--- src/rtl/seg_scan_driver.sv ---
// Time-multiplexed seven-segment driver: shadowed BCD digits scanned onto one segment bus.
// Registered outputs, one edge behind state; leading-zero suppression, per-digit blanking, whole-display blink.
module seg_scan_driver #(
  parameter int NUM_DIGITS = 4,
  parameter int SCAN_DIV   = 1000,
  parameter int BLINK_DIV  = 500000,
  parameter bit ACTIVE_LOW = 1'b1
) (
  input  logic                    clk,
  input  logic                    rst,
  input  logic                    load,
  input  logic [4*NUM_DIGITS-1:0] digits_bcd,
  input  logic [NUM_DIGITS-1:0]   blank_mask,
  input  logic                    lz_suppress,
  input  logic                    blink_en,
  output logic [6:0]              seg,
  output logic [NUM_DIGITS-1:0]   an
);

  localparam int IDX_W   = (NUM_DIGITS > 1) ? $clog2(NUM_DIGITS) : 1;
  localparam int SCAN_W  = (SCAN_DIV > 1)   ? $clog2(SCAN_DIV)   : 1;
  localparam int BLINK_W = (BLINK_DIV > 1)  ? $clog2(BLINK_DIV)  : 1;

  localparam logic [6:0]            SEG_OFF = {7{ACTIVE_LOW}};
  localparam logic [NUM_DIGITS-1:0] AN_OFF  = {NUM_DIGITS{ACTIVE_LOW}};

  logic [SCAN_W-1:0]       presc_q, presc_d;
  logic [IDX_W-1:0]        idx_q, idx_d;
  logic [BLINK_W-1:0]      blink_cnt_q, blink_cnt_d;
  logic                    phase_q, phase_d;
  logic [4*NUM_DIGITS-1:0] dig_q, dig_d;
  logic [NUM_DIGITS-1:0]   blank_q, blank_d;
  logic                    lz_q, lz_d;
  logic [6:0]              seg_q, seg_d;
  logic [NUM_DIGITS-1:0]   an_q, an_d;

  logic [NUM_DIGITS-1:0]   lz_dark;
  logic                    zeros_run;
  logic [NUM_DIGITS-1:0]   an_lit;
  logic [3:0]              cur_code;
  logic                    cur_dark;
  logic                    dark;

  // Table is stored active-low; polarity is applied once at the output.
  function automatic logic [6:0] glyph_al(input logic [3:0] code);
    case (code)
      4'd0:    glyph_al = 7'b0000001;
      4'd1:    glyph_al = 7'b1001111;
      4'd2:    glyph_al = 7'b0010010;
      4'd3:    glyph_al = 7'b0000110;
      4'd4:    glyph_al = 7'b1001100;
      4'd5:    glyph_al = 7'b0100100;
      4'd6:    glyph_al = 7'b0100000;
      4'd7:    glyph_al = 7'b0001101;
      4'd8:    glyph_al = 7'b0000000;
      4'd9:    glyph_al = 7'b0000100;
      default: glyph_al = 7'b1111110;
    endcase
  endfunction

  always_comb begin
    presc_d = presc_q + 1'b1;
    idx_d   = idx_q;
    if (presc_q == SCAN_W'(SCAN_DIV - 1)) begin
      presc_d = '0;
      idx_d   = (idx_q == IDX_W'(NUM_DIGITS - 1)) ? '0 : idx_q + 1'b1;
    end

    blink_cnt_d = blink_cnt_q + 1'b1;
    phase_d     = phase_q;
    if (!blink_en) begin
      blink_cnt_d = '0;
      phase_d     = 1'b0;
    end else if (blink_cnt_q == BLINK_W'(BLINK_DIV - 1)) begin
      blink_cnt_d = '0;
      phase_d     = ~phase_q;
    end

    dig_d   = load ? digits_bcd  : dig_q;
    blank_d = load ? blank_mask  : blank_q;
    lz_d    = load ? lz_suppress : lz_q;
  end

  // A digit is a leading zero when it and every more-significant digit are zero; digit 0 is exempt.
  always_comb begin
    lz_dark   = '0;
    zeros_run = 1'b1;
    for (int i = NUM_DIGITS - 1; i >= 1; i--) begin
      zeros_run  = zeros_run && (dig_q[4*i +: 4] == 4'd0);
      lz_dark[i] = lz_q && zeros_run;
    end
  end

  always_comb begin
    an_lit   = '0;
    cur_code = 4'd0;
    cur_dark = 1'b0;
    for (int i = 0; i < NUM_DIGITS; i++) begin
      if (idx_q == IDX_W'(i)) begin
        an_lit[i] = 1'b1;
        cur_code  = dig_q[4*i +: 4];
        cur_dark  = blank_q[i] | lz_dark[i];
      end
    end
    dark  = cur_dark | (blink_en & phase_q);
    seg_d = dark ? SEG_OFF : (glyph_al(cur_code) ^ {7{~ACTIVE_LOW}});
    an_d  = dark ? AN_OFF  : (an_lit ^ AN_OFF);
  end

  always_ff @(posedge clk) begin
    if (rst) begin
      presc_q     <= '0;
      idx_q       <= '0;
      blink_cnt_q <= '0;
      phase_q     <= 1'b0;
      dig_q       <= '0;
      blank_q     <= '0;
      lz_q        <= 1'b0;
      seg_q       <= SEG_OFF;
      an_q        <= AN_OFF;
    end else begin
      presc_q     <= presc_d;
      idx_q       <= idx_d;
      blink_cnt_q <= blink_cnt_d;
      phase_q     <= phase_d;
      dig_q       <= dig_d;
      blank_q     <= blank_d;
      lz_q        <= lz_d;
      seg_q       <= seg_d;
      an_q        <= an_d;
    end
  end

  assign seg = seg_q;
  assign an  = an_q;

endmodule
--- config.mk ---
export PLATFORM = sky130hd
export DESIGN_NAME = seg_scan_driver
export DESIGN_NICKNAME = d
export VERILOG_FILES = /design/src/rtl/seg_scan_driver.sv
export SDC_FILE = /design/constraint.sdc
export NUM_CORES = 1
export LEC_CHECK = 0
export CAP_MARGIN = 20
export CORE_MARGIN = 5
export CORE_UTILIZATION = 46
export CTS_CLUSTER_DIAMETER = 30
export CTS_CLUSTER_SIZE = 25
export DETAILED_ROUTE_END_ITERATION = 8
export PLACE_DENSITY = 0.68
export RECOVER_POWER = 25
export SETUP_SLACK_MARGIN = 0.3
export SLEW_MARGIN = 25
export SYNTH_ARGS = -nofsm -noshare
export SYNTH_HDL_FRONTEND = slang
export SYNTH_SLANG_ARGS = --single-unit
--- constraint.sdc ---
create_clock -name clk -period 2.5 [get_ports clk]
set_input_delay 0.375 -clock clk [delete_from_list [all_inputs] [get_ports clk]]
set_output_delay 0.375 -clock clk [all_outputs]
set_load 0.02 [all_outputs]
# Word level (Yosys, flattened, before mapping)
# Memories as Yosys holds them, arrays and structs flattened. A register that Yosys moved wholly into a read port is not among the register bits.
# Index checks and enable logic that the tools add are counted.
[classes] n_addsub=3 multipliers=0 div=0 order_cmp=0 eq_ne=5 shifts=0 mux=13 bitwise_logic=8 reduce_logical=13
[ops] operator="adder 19 x 1 -> 19 bit, second input constant" n=1
[ops] operator="== test 19 bit, second input constant" n=1
[ops] operator="2-to-1 mux 4 bit" n=4
[ops] operator="zero test 4 bit" n=3
[ops] operator="adder 10 x 1 -> 10 bit, second input constant" n=1
[ops] operator="== test 10 bit, second input constant" n=1
[ops] operator="2-to-1 mux 1 bit" n=8
[ops] operator="OR reduction 2 bit" n=3
[ops] operator="logical AND 1 bit" n=5
[ops] operator="== test 2 bit, second input constant" n=2
[ops] operator="inverter 4 bit" n=1
[ops] operator="bitwise OR 1 bit" n=4
[ops] operator="OR reduction 3 bit" n=1
[ops] operator="adder 2 x 1 -> 2 bit, second input constant" n=1
[ops] operator="== test 2 x 1 -> 1 bit, second input constant" n=1
[ops] operator="zero test 2 bit" n=1
[ops] operator="2-to-1 mux 2 bit" n=1
[ops] operator="inverter 1 bit" n=2
[ops] operator="bitwise AND 1 bit" n=1
[word_totals] ff_bits=57 latch_bits=0 ram_bits=0 mem_bits_ro=112 input_bits=25 out_inout_bits=11 mem_count=1
[memory_table] name="(name not given)" words=16 word_bits=7 read_ports=1 rd_clocked_by_memory_dff=1 write_ports=0 line="46" rtl="case (code)"

# Logic depth before layout (Yosys ltp)
[depth] word_depth=10 ltp_mapped=10

# Least setup slack after synthesis
# OpenSTA, ideal clock, no wires.
[synth_path] path_kind="register to register" start="reg idx_q[0]" end="reg seg_q[3] (netlist: seg[3])" setup_ns=0.145 t_arrival_ns=1.981 t_required_ns=2.355 slack_ns=0.374 path_stages_with_launch=10 n_path_buf=2 period_less_slack_ns=2.126 cell_sequence="dfxtp_1 > ha_1 > buf_2 > buf_2 > or3b_2 > o221ai_1 > inv_1 > ha_1 > a21boi_0 > o21ai_0"
[synth_via] elab_chain_len=7
[synth_rtl] element="from (decl)" line="28" rtl="logic [IDX_W-1:0] idx_q, idx_d;"
[synth_rtl] element="from (signal assigned)" line="123" rtl="idx_q <= idx_d;"
[synth_rtl] element="zero test 2 bit" line="99" rtl="if (idx_q == IDX_W'(i)) begin"
[synth_rtl] element="2-to-1 mux 1 bit (4 in a row)" line="99"
[synth_rtl] element="bitwise OR 1 bit" line="105" rtl="dark = cur_dark | (blink_en & phase_q);"
[synth_rtl] element="OR reduction 2 bit (no source line)"
[synth_rtl] element="to (decl)" line="34" rtl="logic [6:0] seg_q, seg_d;"
# Several ways; a longest one is shown, not always the timed one.
# A chain may end at the register's enable or synchronous reset.

# Worst setup path in the final report
[layout_path] start="in rst" end="reg blink_cnt_q[5]"
[layout_via] elab_chain_len=1
[layout_rtl] element="from (decl)" line="10" rtl="input logic rst,"
[layout_rtl] element="OR reduction 3 bit (no source line)"
[layout_rtl] element="to (signal assigned)" line="124" rtl="blink_cnt_q <= blink_cnt_d;"
[layout_rtl] element="to (decl)" line="29" rtl="logic [BLINK_W-1:0] blink_cnt_q, blink_cnt_d;"
# No other way between the ends.

==> impl_metrics.env <==
export IMPL_final_util_pct=58.02
export IMPL_max_stage_delay_ns=0.89
export IMPL_synthesis_nets=343
export IMPL_synth_seq_cells=64
export IMPL_async_flop_share_pct=0
export IMPL_io_pins=36
export IMPL_crit_fanout=28
export IMPL_postRouteAntennaNets=0
export IMPL_vdd_drop_max_mv=0.3835
export IMPL_wl_per_cell_um=12.77
export IMPL_root_buffer="clkbuf_8"
export IMPL_clock_skew_ns=0.004509
export IMPL_die_area_mm2=0.007883
export IMPL_grt_overflow=0
export IMPL_crit_type="primary input to flop"
export IMPL_critPathArrivalTime_ns=2.38
export IMPL_setup_worst_path_end_class="flop"
export IMPL_synth_distinct_cells=42
export IMPL_status="finished, final reports clean"
export IMPL_clkTransAtPathRegs_ns=0.06
export IMPL_synth_edf_count=0
export IMPL_nets=382
export IMPL_fin_crit_ns=2.162
export IMPL_fin_crit_sh_pct=86.50
export IMPL_cts_buffers=9
export IMPL_postSynthAreaPerCell_um2=9.300
export IMPL_antenna_found_initial=0
export IMPL_die_height_um=88.79
export IMPL_cts_path_max_buffers=2
export IMPL_grt_pass1_wl_mm=9.073
export IMPL_diodes=0
export IMPL_yosys_warnings=0
export IMPL_grt_pass1_vias=2043
export IMPL_htree_levels=3
export IMPL_max_cap_viol_count=0
export IMPL_synth_main_ff_cell="dfxtp_1"
export IMPL_area_growth_pct=21.74
export IMPL_hold_path_class="flop to flop"
export IMPL_syn_inst=307
export IMPL_drc_errors=0
export IMPL_grt_total_usage_pct=14.96
export IMPL_via_per_inst=5.099
export IMPL_ys_seq_area_share_pct=44.87
export IMPL_drtPass1Iterations=4
export IMPL_rsz0062_at_grt="no"
export IMPL_r2r_slack_ns=0.46
export IMPL_port_buffers=35
export IMPL_core_rowCount=28
export IMPL_crit_path_top_delay_cell="clkbuf_1"
export IMPL_hpwl_mm=3.781
export IMPL_start_util_pct=47.66
export IMPL_crit_chain="dlygate4sd3_1 > clkbuf_1 > or3b_1 > buf_4 > nor2_1"
export IMPL_routed_wl_mm=5.402
export IMPL_place_congestion=0.8204
export IMPL_drtIter0Drc=90
export IMPL_max_slew_margin_rel_pct=21.18
export IMPL_vias=2157
export IMPL_hold_violations=0
export IMPL_grt_max_degree=29
export IMPL_cp_required_ns=2.72
export IMPL_clk_latency_ns=0.34
export IMPL_netlist_area_mm2=0.002855
export IMPL_die_x_um=88.79
export IMPL_setup_tns_ns=0
export IMPL_max_freq_ghz=0.4624
export IMPL_p_leak_nw=1.371
export IMPL_drv_slew=0
export IMPL_setup_violations=0
export IMPL_cts_sinks=64
export IMPL_p_per_area_mw_per_mm2=586.1
export IMPL_drive_gt1_share_pct=9.195
export IMPL_tightest_slew_ns=1.182
export IMPL_start_kind="primary input"
export IMPL_cts_tree="built"
export IMPL_coreArea_mm2=0.005991
-- worst max-delay path: cells and delay by family --
kind                   cells  cell delay (ns)
buffers and inverters      3             1.70
AND/OR/NAND/NOR            2             0.30
-- what timing repair did --
item	in CTS	in global routing
hold buffers	0	0
resized for setup	2	8
pin swaps	0	2
setup endpoints to repair	3	10
setup buffers	0	2
-- cell usage after synthesis (2+ instances only) --
cell type | count | area, µm²
nand2_1 | 14 | 52.55
a21oi_1 | 6 | 30.03
a211oi_1 | 3 | 22.52
buf_2 | 6 | 30.03
nor2b_1 | 2 | 12.51
nor2_1 | 64 | 240.2
xnor2_1 | 10 | 87.58
nand4_1 | 7 | 43.79
nor4_1 | 4 | 25.02
ha_1 | 11 | 137.6
nand3b_1 | 3 | 22.52
o21ai_0 | 8 | 40.04
nand3_1 | 10 | 50.05
nor3b_1 | 4 | 30.03
nor3_1 | 4 | 20.02
mux2i_1 | 24 | 240.2
xor2_1 | 16 | 140.1
and3_1 | 7 | 43.79
inv_1 | 12 | 45.04
nand2b_1 | 3 | 18.77
dfxtp_1 | 64 | 1281
clkbuf_1 | 4 | 15.01
a211oi_2 | 2 | 25.02
-- layout by cell type, fill, tap and decap left out, types with 2 or more instances in the layout --
cell type / count
a211oi_1: 3
a21oi_1: 6
and3_1: 7
buf_4: 5
clkbuf_1: 2
clkbuf_8: 11
clkdlybuf4s50_1: 34
dfxtp_1: 62
dfxtp_2: 2
ha_1: 8
ha_4: 2
inv_1: 12
mux2i_1: 24
nand2_1: 14
nand2b_1: 3
nand3_1: 10
nand3b_1: 3
nand4_1: 7
nor2_1: 64
nor2b_1: 2
nor3_1: 4
nor3b_1: 4
nor4_1: 4
o21ai_0: 8
xnor2_1: 10
xor2_1: 16
-- per-layer routing --
layer / vias up / track usage [%] / wire length, µm
met1: 992 / 19.77 / 2587
met2: 41 / 21.52 / 2361
met5: - / 0 / 0
met4: 0 / 6.593 / 124
li1: 1112 / - / -
met3: 12 / 5.866 / 328
-- cell type report --
class                      instances  area [µm²]
sequential                        64        1284
inverter                          12       45.04
clock buffer                      12       155.1
timing repair buffer              41       391.6
multi-input combinational        218        1501
fill                             507        2515
clock inverter                     1       5.005
tap                               75       93.84
-- worst paths after layout --
kind                                        to  cells after the start       start
worst max register to register          seg[4]                      7    idx_q[0]
worst max-delay path            blink_cnt_q[5]                      5         rst
worst min register to register      presc_q[0]                      1  presc_q[0]
worst min-delay path                presc_q[0]                      1  presc_q[0]
-- cells by family after synthesis --
kind of cell             Yosys count  share of synthesized area (%)
AO/OA/AOI/OAI                     26                          6.924
adder cells (fa/ha/maj)           11                          4.820
flip-flops                        64                          44.87
AND/OR/NAND/NOR                  131                          22.61
XOR/XNOR                          26                          7.975
multiplexers                      24                          8.414
buffers and inverters             25                          4.382
-- report_power, final --
part / internal (mW) / switching [mW] / leakage [nW]
Sequential: 1.06 / 0.0233 / 0.524
Clock: 0.396 / 0.347 / 0.0842
Combinational: 0.110 / 0.101 / 0.763
-- state kept, by name, summed over array words and instances (netlist names) --
register and count:
presc_q 10, phase_q 1, idx_q 2, blink_cnt_q 19, seg 7, an 4, lz_q 1, blank_q 4
dig_q 16
-- through the flow --
stage                     std cells  instance area, µm²  hold slack, ns  setup WS [ns]  total power, mW
after CTS                       421                3418          0.4547         0.3105            2.061
final                           423                3476          0.4486         0.3375            2.037
after global placement          408                3249          0.4317         0.3001            1.308
after detailed placement        408                3249          0.4410         0.2007            1.310
after global routing            423                3476          0.4696         0.1734            2.139
after floorplan                 307                2855          0.4175         0.3737            1.221
(Power assumes the default switching activity.)
==> RTL change 1, RTL diff (same settings) <==
Make the reset (`rst`) asynchronous in one clocked block.
--- a/src/rtl/seg_scan_driver.sv
+++ b/src/rtl/seg_scan_driver.sv
@@ -107,7 +107,7 @@
     an_d  = dark ? AN_OFF  : (an_lit ^ AN_OFF);
   end
 
-  always_ff @(posedge clk) begin
+  always_ff @(posedge clk or posedge rst) begin
     if (rst) begin
       presc_q     <= '0;
       idx_q       <= '0;
Check against the original RTL: differs if rst is asserted again (counterexample within 4 cycles, from zero or initial values and one cycle with rst high); with rst held inactive, the same outputs for 10 cycles.
==> RTL change 1 against the unedited design <==
The flow now finishes with violations (capacitance limit, slew limit); hold slack improved by 0.015 ns; maximum frequency rose by 6.2%; total power rose by 22%; worst setup slack improved by 0.13 ns; cell area rose by 12%; final cell count fell by 1.4%; die area rose by 8.5%; area after synthesis rose by 9.6%; largest cell class is now flip-flops and latches; clock power rose by 44%; sequential cell count did not move; routed wire length rose by 7.6%; critical path depth rose by 4.
==> RTL change 1: results (changes against the unedited design) <==
stage	metric	value	unit	change
status	status	complete, but fails checks		
status	failed_checks	capacitance limit, slew limit		
logic_synthesis	ys_types	44		+4.8%
finish	final_core_util	58.06	%	about the same
routing	drt-initial-drc-count	77		-14%
placed_design	dpl.hpwl	4.051	mm	+7.2%
logic_synthesis	synth.area.mux_share	8.117	%	-0.30 points
finish	finalNonFillerCells	417		-1.4%
placed_design	place_inst	401		-1.7%
critical_path	slowest_stage	dfrtp_2		
timing	worst_pin_slew	1.520	ns	+0.3380 ns
logic_synthesis	yosys-top-cells-area	dfrtp_1 (42%), dfstp_2 (9.2%), mux2_2 (6.8%)		
worst_hold_path	min-delay-start	presc_q[0]		
logic_synthesis	async_reset_ff_share	100.0	%	+100 points
finish	antennaDiodeCount	0		unchanged
placed_design	gp_congestion	0.8070		-1.6%
critical_path	crit_fanout	11		-61%
grt	first_global_vias	2070		+1.3%
finish	reg_top3	blink_cnt_q: 19 flops, dig_q: 16 flops, presc_q: 10 flops		
worst_hold_path	hold_end	presc_q[0]		
timing	fin_worst_skew	0.01196	ns	+0.007450 ns
critical_path	reg2reg_from	idx_q[1]		
logic_synthesis	synth-compound-area-share	5.718	%	-1.2 points
cts	clkLatencyLatePin	0.33	ns	
power	p_switching	0.5750	mW	+22%
grt	grt_use_total	14.56	%	-0.41 points
timing	timing.hold.ws	0.4637	ns	+0.01507 ns
logic_synthesis	syn_inst	287		-6.5%
finish	nets	368		-3.7%
cts	htree_levels	3		unchanged
logic_synthesis	syn-num-nets	323		-5.8%
power	power_leakage	1.585	nW	+16%
placed_design	pre_cts_slack	0.1852	ns	-0.01550 ns
critical_path	cp_top_family	adder cells		
grt	grt_max_degree	65		+120%
power	irDropWorstVdd	0.3316	mV	-14%
logic_synthesis	seq_area_frac_synth	51.62	%	+6.7 points
critical_path	r2r-end	seg[3]		
logic_synthesis	synth-xor-area-share	6.997	%	-0.98 points
placed_design	place_area	3601	sq um	+11%
critical_path	arrival	2.29	ns	-0.09 ns
worst_hold_path	hold_class	reg2reg		
flow_run	cap_violations	1		+1
timing	slew_violations	65		+65
placed_design	portBuffers	35		unchanged
routing	via_count	2156		-0.046%
critical_path	slowest_delay	0.43	ns	-0.46 ns
cts	clkTransAtPathRegs	0.07	ns	
grt	grt_pass1_wl	9.880	mm	+8.9%
logic_synthesis	netlist_top_cells_count	dfrtp_1 (53), nor2_1 (36), nand2_1 (20), mux2_2 (19), xnor2_1 (14)		
worst_hold_path	hold_path_depth	1		unchanged
finish	final_layout_size_suffix_gt1_share	21.96	%	+13 points
critical_path	reg2reg_depth	9		+2
logic_synthesis	synthAdderAreaFrac	4.398	%	-0.42 points
routing	post_drt_wl_per_cell	13.94	microns	+9.2%
[RTL change 1: changes by cell type after synthesis, moves of 5 or more]
cell and delta:
dfxtp_1 -64, dfrtp_1 +53, nor2_1 -28, mux2i_1 -23, mux2_2 +19, dfstp_2 +11, and3_1 -6, nand2_1 +6
nand4_1 -5, xor2_1 -5
[RTL change 1: power by group through the flow]
stage               combinational, mW  sequential (mW)  clock, mW
finish                          0.276             1.14       1.07
detailed placement              0.280             1.16          0
global route                    0.305             1.15       1.14
CTS                             0.283             1.14       1.10
floorplan                       0.132             1.18          0
global placement                0.272             1.16          0
[RTL change 1: repair_timing]
item | in CTS | in global routing
pin swaps | 0 | 0
resized for setup | 3 | 12
hold buffers | 0 | 0
endpoints found under the setup margin | 2 | 8
[RTL change 1: worst max-delay path by stage]
stage               startpoint       end  slack [ns]
finish                idx_q[1]    seg[3]        0.46
global route               rst  idx_q[1]        0.20
CTS                   idx_q[1]    seg[3]        0.34
detailed placement    idx_q[0]    seg[3]        0.19
global placement      idx_q[0]    seg[3]        0.39
floorplan             idx_q[0]    seg[6]        0.45
[RTL change 1: cell type report]
type | count | area, sq um
clock buffers | 9 | 123.9
well taps | 80 | 100.1
flip-flops and latches | 64 | 1618
repair buffers | 43 | 407.9
inverters | 12 | 45.04
multi-input cells | 202 | 1486
fillers | 563 | 2818
clock inverters | 7 | 120.1
[RTL change 1: metal layers]
| metal | part of all wire [%] | global-route usage, % | routed length (microns) | vias up |
|---|---|---|---|---|
| met2 | 45 | 21.27 | 2639 | 37 |
| li1 | - | - | - | 1075 |
| met5 | 0 | 0 | 0 | - |
| met4 | 1.0 | 5.569 | 59 | 0 |
| met3 | 3.7 | 3.412 | 215 | 4 |
| met1 | 50 | 20.90 | 2901 | 1040 |
==> RTL change 2, RTL diff (same flow settings) <==
Made on the original files. Set the parameter `ACTIVE_LOW` to 1'b0 (it was 1'b1).
--- a/src/rtl/seg_scan_driver.sv
+++ b/src/rtl/seg_scan_driver.sv
@@ -4,7 +4,7 @@
   parameter int NUM_DIGITS = 4,
   parameter int SCAN_DIV   = 1000,
   parameter int BLINK_DIV  = 500000,
-  parameter bit ACTIVE_LOW = 1'b1
+  parameter bit ACTIVE_LOW = 1'b0
 ) (
   input  logic                    clk,
   input  logic                    rst,
Function: changed (Yosys sat finds a counterexample within 4 cycles, from zero or initial values and one cycle with rst high).
==> RTL change 2 against the unedited design <==
Via count shrank 0.65%; non-clock buffer count shrank 2; utilization grew 1.3 points; sequential power is essentially flat; area after synthesis shrank 0.35%; routed wire length grew 1.7%; sequential cell count is the same; cell area grew 1.6%; clock power grew 31%; worst setup slack gained 0.017 ns; combinational power shrank 2%; final cell count grew 1.2%; total power grew 11%.
==> RTL change 2: results (changes against the unedited design) <==
stage	metric	value	unit	change
power	pg_comb	0.206	mW	-2%
critical_path	endpoint	seg[3]		
logic_synthesis	synthAdderAreaFrac	5.277	%	+0.46 points
grt	grt_pass1_wl	9.239	mm	+1.8%
logic_synthesis	syn_inst	312		+1.6%
grt	grt_max_degree	27		-6.9%
placed_design	gp_congestion	0.8503		+3.6%
power	pwr-share-comb	9.1	%	-1.3 points
logic_synthesis	seq_area_frac_synth	45.03	%	+0.16 points
placed_design	pre_cts_slack	0.2086	ns	+0.007942 ns
logic_synthesis	ys_types	46		+9.5%
power	powerClk	0.970	mW	+31%
logic_synthesis	synth-xor-area-share	7.696	%	-0.28 points
routing	drt-initial-drc-count	65		-28%
timing	timing.hold.ws	0.4505	ns	+0.001845 ns
grt	grt_use_total	15.72	%	+0.76 points
logic_synthesis	syn-num-nets	349		+1.7%
critical_path	arrival	2.42	ns	+0.04 ns
critical_path	slowest_stage	or3b_2		
logic_synthesis	yosys-top-cells-area	dfxtp_1 (45%), nor2_1 (8.3%), mux2i_1 (8.1%)		
placed_design	place_inst	411		+0.74%
finish	nets	385		+0.79%
timing	period_needed	2.146	ns	-0.01667 ns
critical_path	cp_top_family	simple AND/OR/NAND/NOR gates		
finish	n_fill_cell	531		+4.7%
timing	fin_worst_skew	0.005941	ns	+0.001432 ns
routing	via_per_inst	5.007		-1.8%
status	status	complete, no violations		
[RTL change 2: cell types whose count changed after synthesis, moves of 3 or more]
cell and change:
xor2_1 -8, xnor2_1 +7, nand4_1 -6, nand3_1 +5, a21oi_1 +4, inv_1 +4
o21ai_0 -4, or3_1 +4, buf_2 -3
[RTL change 2: layer usage]
metal / track usage, % / wire (microns) / vias up
met3: 5.773 / 262 / 11
met4: 8.242 / 125 / 0
met1: 17.28 / 2441 / 978
met2: 26.38 / 2662 / 32
met5: 0 / 0 / -
li1: - / - / 1122
[RTL change 2: repair_timing]
item | in CTS | in global routing
resized for setup | 5 | 10
cloned | 0 | 0
buffers inserted | 1 | 0
pin swaps | 1 | 2
setup endpoints to repair | 1 | 3
[RTL change 2: final cells by class]
type,count,area [sq um],area share (%)
Timing Repair Buffer,39,376.6,10.66
Inverter,16,60.06,1.700
Tap cell,75,93.84,2.657
Clock buffer,11,141.4,4.003
Clock inverter,5,80.08,2.267
Multi-Input combinational cell,218,1491,42.22
Sequential cell,64,1289,36.49
